File: config.mk
export PLATFORM = sky130hd
export DESIGN_NAME = bnn_argmax_readout
export DESIGN_NICKNAME = d
export VERILOG_FILES = /design/src/rtl/bnn_argmax_readout.sv
export SDC_FILE = /design/constraint.sdc
export NUM_CORES = 1
export LEC_CHECK = 0
export CORE_AREA = 2 2 72 74
export CTS_CLUSTER_SIZE = 30
export DETAILED_ROUTE_END_ITERATION = 8
export DIE_AREA = 0 0 74 76
export PLACE_DENSITY = 0.6
export SYNTH_ARGS = -nofsm -noshare
export SYNTH_HDL_FRONTEND = slang
export SYNTH_SLANG_ARGS = --single-unit
File: constraint.sdc
create_clock -name clk -period 2.7 [get_ports clk]
set_clock_uncertainty 0.1 [all_clocks]
set_input_delay 0.54 -clock clk [delete_from_list [all_inputs] [get_ports clk]]
set_output_delay 0.54 -clock clk [all_outputs]
set_load 0.1 [all_outputs]
File: src/rtl/bnn_argmax_readout.sv
// Argmax readout for the bnn output layer: on a rising bnn_done it reads the
// class scores from activation memory and hands the signed winner to the host.
module bnn_argmax_readout #(
    parameter int ADDR_W      = 11,
    parameter int DATA_W      = 8,
    parameter int NUM_CLASSES = 10,
    parameter int BASE_ADDR   = 1024,
    parameter int RD_LAT      = 1,
    parameter int CLASS_W     = 4
) (
    input  logic               clk,
    input  logic               rst,
    input  logic               bnn_done,
    input  logic [DATA_W-1:0]  activation_out,
    output logic [ADDR_W-1:0]  activation_addr_rd,
    output logic               busy,
    output logic               result_valid,
    input  logic               result_ready,
    output logic [CLASS_W-1:0] result_class,
    output logic [DATA_W-1:0]  result_score,
    output logic               overrun
);

    typedef enum logic [1:0] {IDLE, ISSUE, DRAIN, HOLD} state_t;

    localparam logic [CLASS_W-1:0] LAST_CLS = CLASS_W'(NUM_CLASSES - 1);
    localparam logic [ADDR_W-1:0]  BASE     = ADDR_W'(BASE_ADDR);

    state_t                   state;
    state_t                   state_nxt;
    logic                     done_q;
    logic                     start;
    logic [CLASS_W-1:0]       cnt;
    logic [RD_LAT-1:0]        tag_vld_p;
    logic [CLASS_W-1:0]       tag_cls_p [RD_LAT];
    logic                     take;
    logic                     take_last;
    logic [CLASS_W-1:0]       take_cls;
    logic signed [DATA_W-1:0] sample;
    logic signed [DATA_W-1:0] best_score;
    logic [CLASS_W-1:0]       best_class;

    // Strict greater-than keeps the lowest index on ties; class 0 always loads.
    function automatic logic beats(input logic signed [DATA_W-1:0] cand,
                                   input logic signed [DATA_W-1:0] best,
                                   input logic                     first);
        return first || (cand > best);
    endfunction

    assign start     = bnn_done & ~done_q;
    assign sample    = activation_out;
    assign take      = tag_vld_p[RD_LAT-1];
    assign take_cls  = tag_cls_p[RD_LAT-1];
    assign take_last = take && (take_cls == LAST_CLS);

    assign busy         = (state != IDLE);
    assign result_valid = (state == HOLD);
    assign result_class = best_class;
    assign result_score = best_score;

    always_ff @(posedge clk) begin
        if (rst) state <= IDLE;
        else     state <= state_nxt;
    end

    always_comb begin
        state_nxt = state;
        case (state)
            IDLE:    if (start) state_nxt = ISSUE;
            ISSUE:   if (cnt == LAST_CLS) state_nxt = DRAIN;
            DRAIN:   if (take_last) state_nxt = HOLD;
            HOLD:    if (result_ready) state_nxt = IDLE;
            default: state_nxt = IDLE;
        endcase
    end

    // Address generation, edge detect and the read-latency tag pipeline.
    always_ff @(posedge clk) begin
        if (rst) begin
            done_q             <= 1'b1;
            overrun            <= 1'b0;
            activation_addr_rd <= '0;
            cnt                <= '0;
            tag_vld_p          <= '0;
        end else begin
            done_q       <= bnn_done;
            overrun      <= start && (state != IDLE);
            tag_vld_p[0] <= (state == ISSUE);
            for (int i = 1; i < RD_LAT; i++) tag_vld_p[i] <= tag_vld_p[i-1];
            case (state)
                IDLE: begin
                    if (start) begin
                        activation_addr_rd <= BASE;
                        cnt                <= '0;
                    end
                end
                ISSUE: begin
                    if (cnt != LAST_CLS) begin
                        activation_addr_rd <= activation_addr_rd + ADDR_W'(1);
                        cnt                <= cnt + CLASS_W'(1);
                    end
                end
                HOLD: begin
                    if (result_ready) activation_addr_rd <= '0;
                end
                default: ;
            endcase
        end
    end

    always_ff @(posedge clk) begin
        tag_cls_p[0] <= cnt;
        for (int i = 1; i < RD_LAT; i++) tag_cls_p[i] <= tag_cls_p[i-1];
    end

    // Sample stage: compare the returning score against the running best.
    always_ff @(posedge clk) begin
        if (rst) begin
            best_score <= '0;
            best_class <= '0;
        end else if (take && beats(sample, best_score, take_cls == '0)) begin
            best_score <= sample;
            best_class <= take_cls;
        end
    end

endmodule
* After elaboration in Yosys (flattened, before gate mapping) *
Memories as Yosys holds them, arrays and structs flattened.
Index checks and enable logic that the tools add are counted.

cells by class
  add/subtract/negate cells = 2
  $lt $le $gt $ge = 1
  equality and inequality tests = 11
  mux-type cells = 12
  bitwise logic cells = 2
  reductions and logical operators = 12

operator list
  operator                                               number
  two-way mux 11 bit                                     3
  case mux 11 bit (3 select lines)                       1
  adder 11 x 1 -> 11 bit, second input constant          1
  equality test 4 bit, second input constant             2
  > comparator 8 bit                                     1
  two-way mux 2 bit                                      4
  two-way mux 4 bit                                      2
  case mux 2 bit (4 select lines)                        1
  case mux 4 bit (2 select lines)                        1
  AND reduction 4 bit                                    2
  inequality test 2 bit, second input constant           3
  adder 4 x 1 -> 4 bit, second input constant            1
  equality test 2 bit, second input constant             2
  logical NOT 4 bit                                      1
  inequality test 2 x 1 -> 1 bit, second input constant  2
  inequality test 4 bit, second input constant           1
  nonzero test 2 bit                                     2
  logical AND 1 bit                                      3
  AND reduction 3 bit                                    1
  nonzero test 3 bit                                     1
  equality test 2 x 1 -> 1 bit, second input constant    1
  logical NOT 2 bit                                      1
  bitwise AND 1 bit                                      1
  logical OR 1 bit                                       1
  NOT 1 bit                                              1

storage, ports and cells
  register bits = 32
  bits in writable memories = 4
  input port bits = 12
  output and inout port bits = 26
  logic and storage cells = 49
  memories kept = 1

memory list
  name       words  bits a word  rd ports  clocked after memory_dff  wr ports  RTL line  text
  tag_cls_p  1      4            1         0                         1         35        logic [CLASS_W-1:0] tag_cls_p [RD_LAT];

* Logic depth before layout (Yosys ltp) *
Gate-level depths: netlist of run 1.

  word-level depth = 4
  gate-level depth with buffers = 8
  depth with buffers taken out = 7

* Least setup slack after synthesis of run 1 *
OpenSTA, ideal clock, no wires.

  kind = reg2reg
  start = reg best_score[5] (netlist: result_score[5])
  end = reg best_score[0] (netlist: result_score[0])
  data arrival time = 2.359 ns
  data required time = 2.480 ns
  path slack = 0.121 ns
  cell stages (with the launch flop) = 8
  path buffers = 1
  cells stage by stage = dfxtp_1 > inv_1 > ha_1 > a21o_1 > a2111oi_4 > a31oi_4 > buf_6 > mux2i_1

between the ends
  word-level cells in the longest chain between the ends = 3

ends and longest elaborated chain
  what                      RTL line  text
  start: declaration        40        logic signed [DATA_W-1:0] best_score;
  start signal: assignment  122       best_score <= sample;
  > comparator 8 bit        47        return first || (cand > best);
  logical OR 1 bit          47
  logical AND 1 bit         121       end else if (take && beats(sample, best_score, take_cls == '0)) begin

Every way passes these cells.
A chain may end at the register's enable or synchronous reset.

* Worst setup path after layout of run 1 *
  start = in activation_out[6]
  end = reg best_class[2] (netlist: result_class[2])

between the ends
  word-level cells in the longest chain between the ends = 3

ends and longest elaborated chain
  what                    RTL line  text
  start: declaration      14        input logic [DATA_W-1:0] activation_out,
  > comparator 8 bit      47
  logical OR 1 bit        47
  logical AND 1 bit       121
  end signal: assignment  123       best_class <= take_cls;
  end: declaration        41        logic [CLASS_W-1:0] best_class;

Every way passes these cells.

==> results of run 1 <==
==> layout by cell type, fill, tap and decap left out, types with 5 or more instances in the layout <==
master           count
nand2_1             40
dfxtp_1             36
buf_4               30
ha_1                16
inv_1               14
nor2_1              14
mux2i_1             13
clkdlybuf4s50_1     11
nand3_1              9
a21oi_1              8
xor2_1               7
clkbuf_8             5
==> worst max-delay path, stage by stage <==
cell	delay, ns
clkdlybuf4s50_1	0.42
ha_1	0.34
and4_1	0.25
nand3_1	0.09
a31oi_1	0.12
a31oi_4	0.51
mux2i_1	0.24
==> where the power goes <==
group / internal [W] / leakage (nW) / switching [W]
clock network: 0.000462 / 0.0784 / 0.000195
registers: 0.000593 / 0.292 / 0.0000485
logic: 0.000342 / 0.612 / 0.000726
==> through the flow <==
stage	setup slack (ns)	utilization (%)	power [W]	instances	hold WS (ns)
global route	0.181	49.0	0.00251	319	0.301
floorplan	0.121	-	0.00152	206	0.268
finish	0.289	49.0	0.00237	319	0.294
global placement	0.0401	45.7	0.00172	311	0.282
CTS	0.276	49.0	0.00240	319	0.292
detailed placement	-0.0248	45.7	0.00173	311	0.282
==> sequential cells by signal, summed over array words and instances (netlist names) <==
register            flops
tag_cls_p               4
state                   2
done_q                  1
cnt                     4
result_class            4
overrun                 1
result_score            8
activation_addr_rd     11
tag_vld_p               1
==> kinds of logic after synthesis <==
family | synth area share (%)
fa+ha+maj | 10.8
mux | 7.62
xor+xnor | 3.31
buf+inv | 4.72
flops | 38.9
compound gates | 12.4
simple gates | 22.3
==> path summary, 6_finish.rpt <==
| check | end | slack (ns) |
|---|---|---|
| setup / recovery | result_class[2] | 0.29 |
| hold / removal | tag_cls_p[0][1] | 0.29 |
| setup reg to reg | result_class[2] | 0.58 |
| hold reg to reg | tag_cls_p[0][1] | 0.29 |
==> routing by layer <==
layer	track usage [%]	wire length [µm]
met4	7.09	79
met5	0	0
met3	3.57	126
met1	19.5	1920
met2	22.0	1590
==> final cells by class <==
cell class | count | area share, %
clock buffers | 5 | 2.86
clock inverters | 3 | 3.75
inverters | 15 | 2.34
multi-input cells | 149 | 43.5
flip-flops and latches | 36 | 30.0
well taps | 70 | 3.64
repair buffers | 41 | 13.9
==> key figures, run 1 <==
Status
  – Status: finished, final reports clean

Timing
  – Highest clock rate: 415 MHz
  – Max Slew Vio Count: 0
  – Final setup viols: 0
  – Setup TNS: 0 ns
  – Final Hold Fails: 0
  – Tmin final: 2.41 ns
  – Fin crit share: 89.3%
  – Max-slew headroom: 60.6%
  – Unrepaired setup endpoints after global routing: no
  – Slew @ Worst Pin: 0.591 ns

Clock network
  – Post-cts resize count: 0
  – Inserted Clock Buffers: 5
  – Hold_buf cts: 0
  – Reg clk slew, reported paths: 0.06 ns
  – CTS root buf: clkbuf_8
  – TritonCTS clock tree: built
  – H-tree depth: 2
  – Clk_lat worst skew: 0.29 ns
  – Post-CTS setup buffer count: 0
  – CTS Sinks: 36
  – Maximum root-to-sink buffer count: 2

Synthesis
  – Mapped Area: 1850 µm²
  – Main synth FF type: dfxtp_1
  – Syn_area_per_cell: 9.00 µm²
  – Most frequent cell after synthesis: nand2_1
  – Async S/R FF share, synth: 0%
  – Net Count, Synth: 234
  – Synth warnings: 0
  – Register bit total from synthesis: 36
  – Seq/Total Area, Yosys: 38.9%
  – Cells taking the most area after synthesis: dfxtp_1 39%, ha_1 11%, nand2_1 8.1%
  – Cell variety after synth: 40
  – Cells after Synth: 206
  – Yosys top cell area share: 38.9%
  – Synth top cells by count: 40 x nand2_1, 36 x dfxtp_1, 16 x ha_1
  – Post-synth EDFFs: 0
  – Yosys top cell by area: dfxtp_1

Floorplanning
  – Initial Utilization: 37.7%
  – Die H: 76 µm
  – Row Count: 26
  – Core region area: 4910 µm²
  – Die W: 74 µm
  – I/O pin count: 38
  – Die area: 5620 µm²

Worst setup path
  – Startpoint Class: primary input
  – Crit path max fanout: 12
  – CP Capture Type: register
  – WP data arrival: 2.52 ns
  – WS Path Type: primary input to register
  – Origin of the worst setup path: activation_out[6]
  – Critical Path RT: 2.81 ns
  – Worst Reg-to-Reg Cells: 7
  – R2R Path Start: result_score[6]

Final layout
  – Finished Cell Area: 2400 µm²
  – Filler instances: 475
  – Final #Nets: 276
  – Ant diodes: 0
  – Area of the multi-input gates: 1050 µm²
  – Share of post-route cells with drive strength above 1: 18.9%
  – Synth-to-layout area growth: 29.7%
  – FF/Latch Area: 721 µm²

Power and ir drop
  – Cell area power density: 984 nW/µm²
  – Pleak: 0.982 nW
  – Worst VDD drop: 0.000693 V

Routing
  – Via Count: 1483
  – DRT Pass-1 Iters: 4
  – WL/cell: 11.6 µm
  – DRC Markers: 0
  – Initial drt markers: 53
  – Post-DR vias/cell: 4.65
  – Total Wirelength: 3720 µm
  – Detail Route Antenna Nets: 0

Placement
  – HPWL after DPL: 2810 µm
  – GP Congestion: 0.744
  – IO buf count: 37
  – Post-DP Area: 2250 µm²

Flow run
  – Max Cap Viol: 0

GRT
  – Initial antenna violation count: 0
  – Vias in the first global route: 1453
  – Global-route wire length before repair: 6440 µm
  – Gr ovfl total: 0
  – Largest net degree at the start of global routing: 25
  – Overall routing resource usage: 14.7%

Worst hold path
  – Hold Path Cell Cnt: 0
  – Hold Path Class: register to register
  – Hold_sp: cnt[1]
Power figures use the tool's default switching activity.
==> inputs of run 2 (changes only) <==
--- a/config.mk
+++ b/config.mk
@@ -9,6 +9,7 @@
 export CTS_CLUSTER_SIZE = 30
 export DETAILED_ROUTE_END_ITERATION = 8
 export DIE_AREA = 0 0 74 76
+export GPL_ROUTABILITY_DRIVEN = 0
 export PLACE_DENSITY = 0.6
 export SYNTH_ARGS = -nofsm -noshare
 export SYNTH_HDL_FRONTEND = slang
==> results of run 2 <==
Final layout, timing and power as in run 1 (identical DEF).
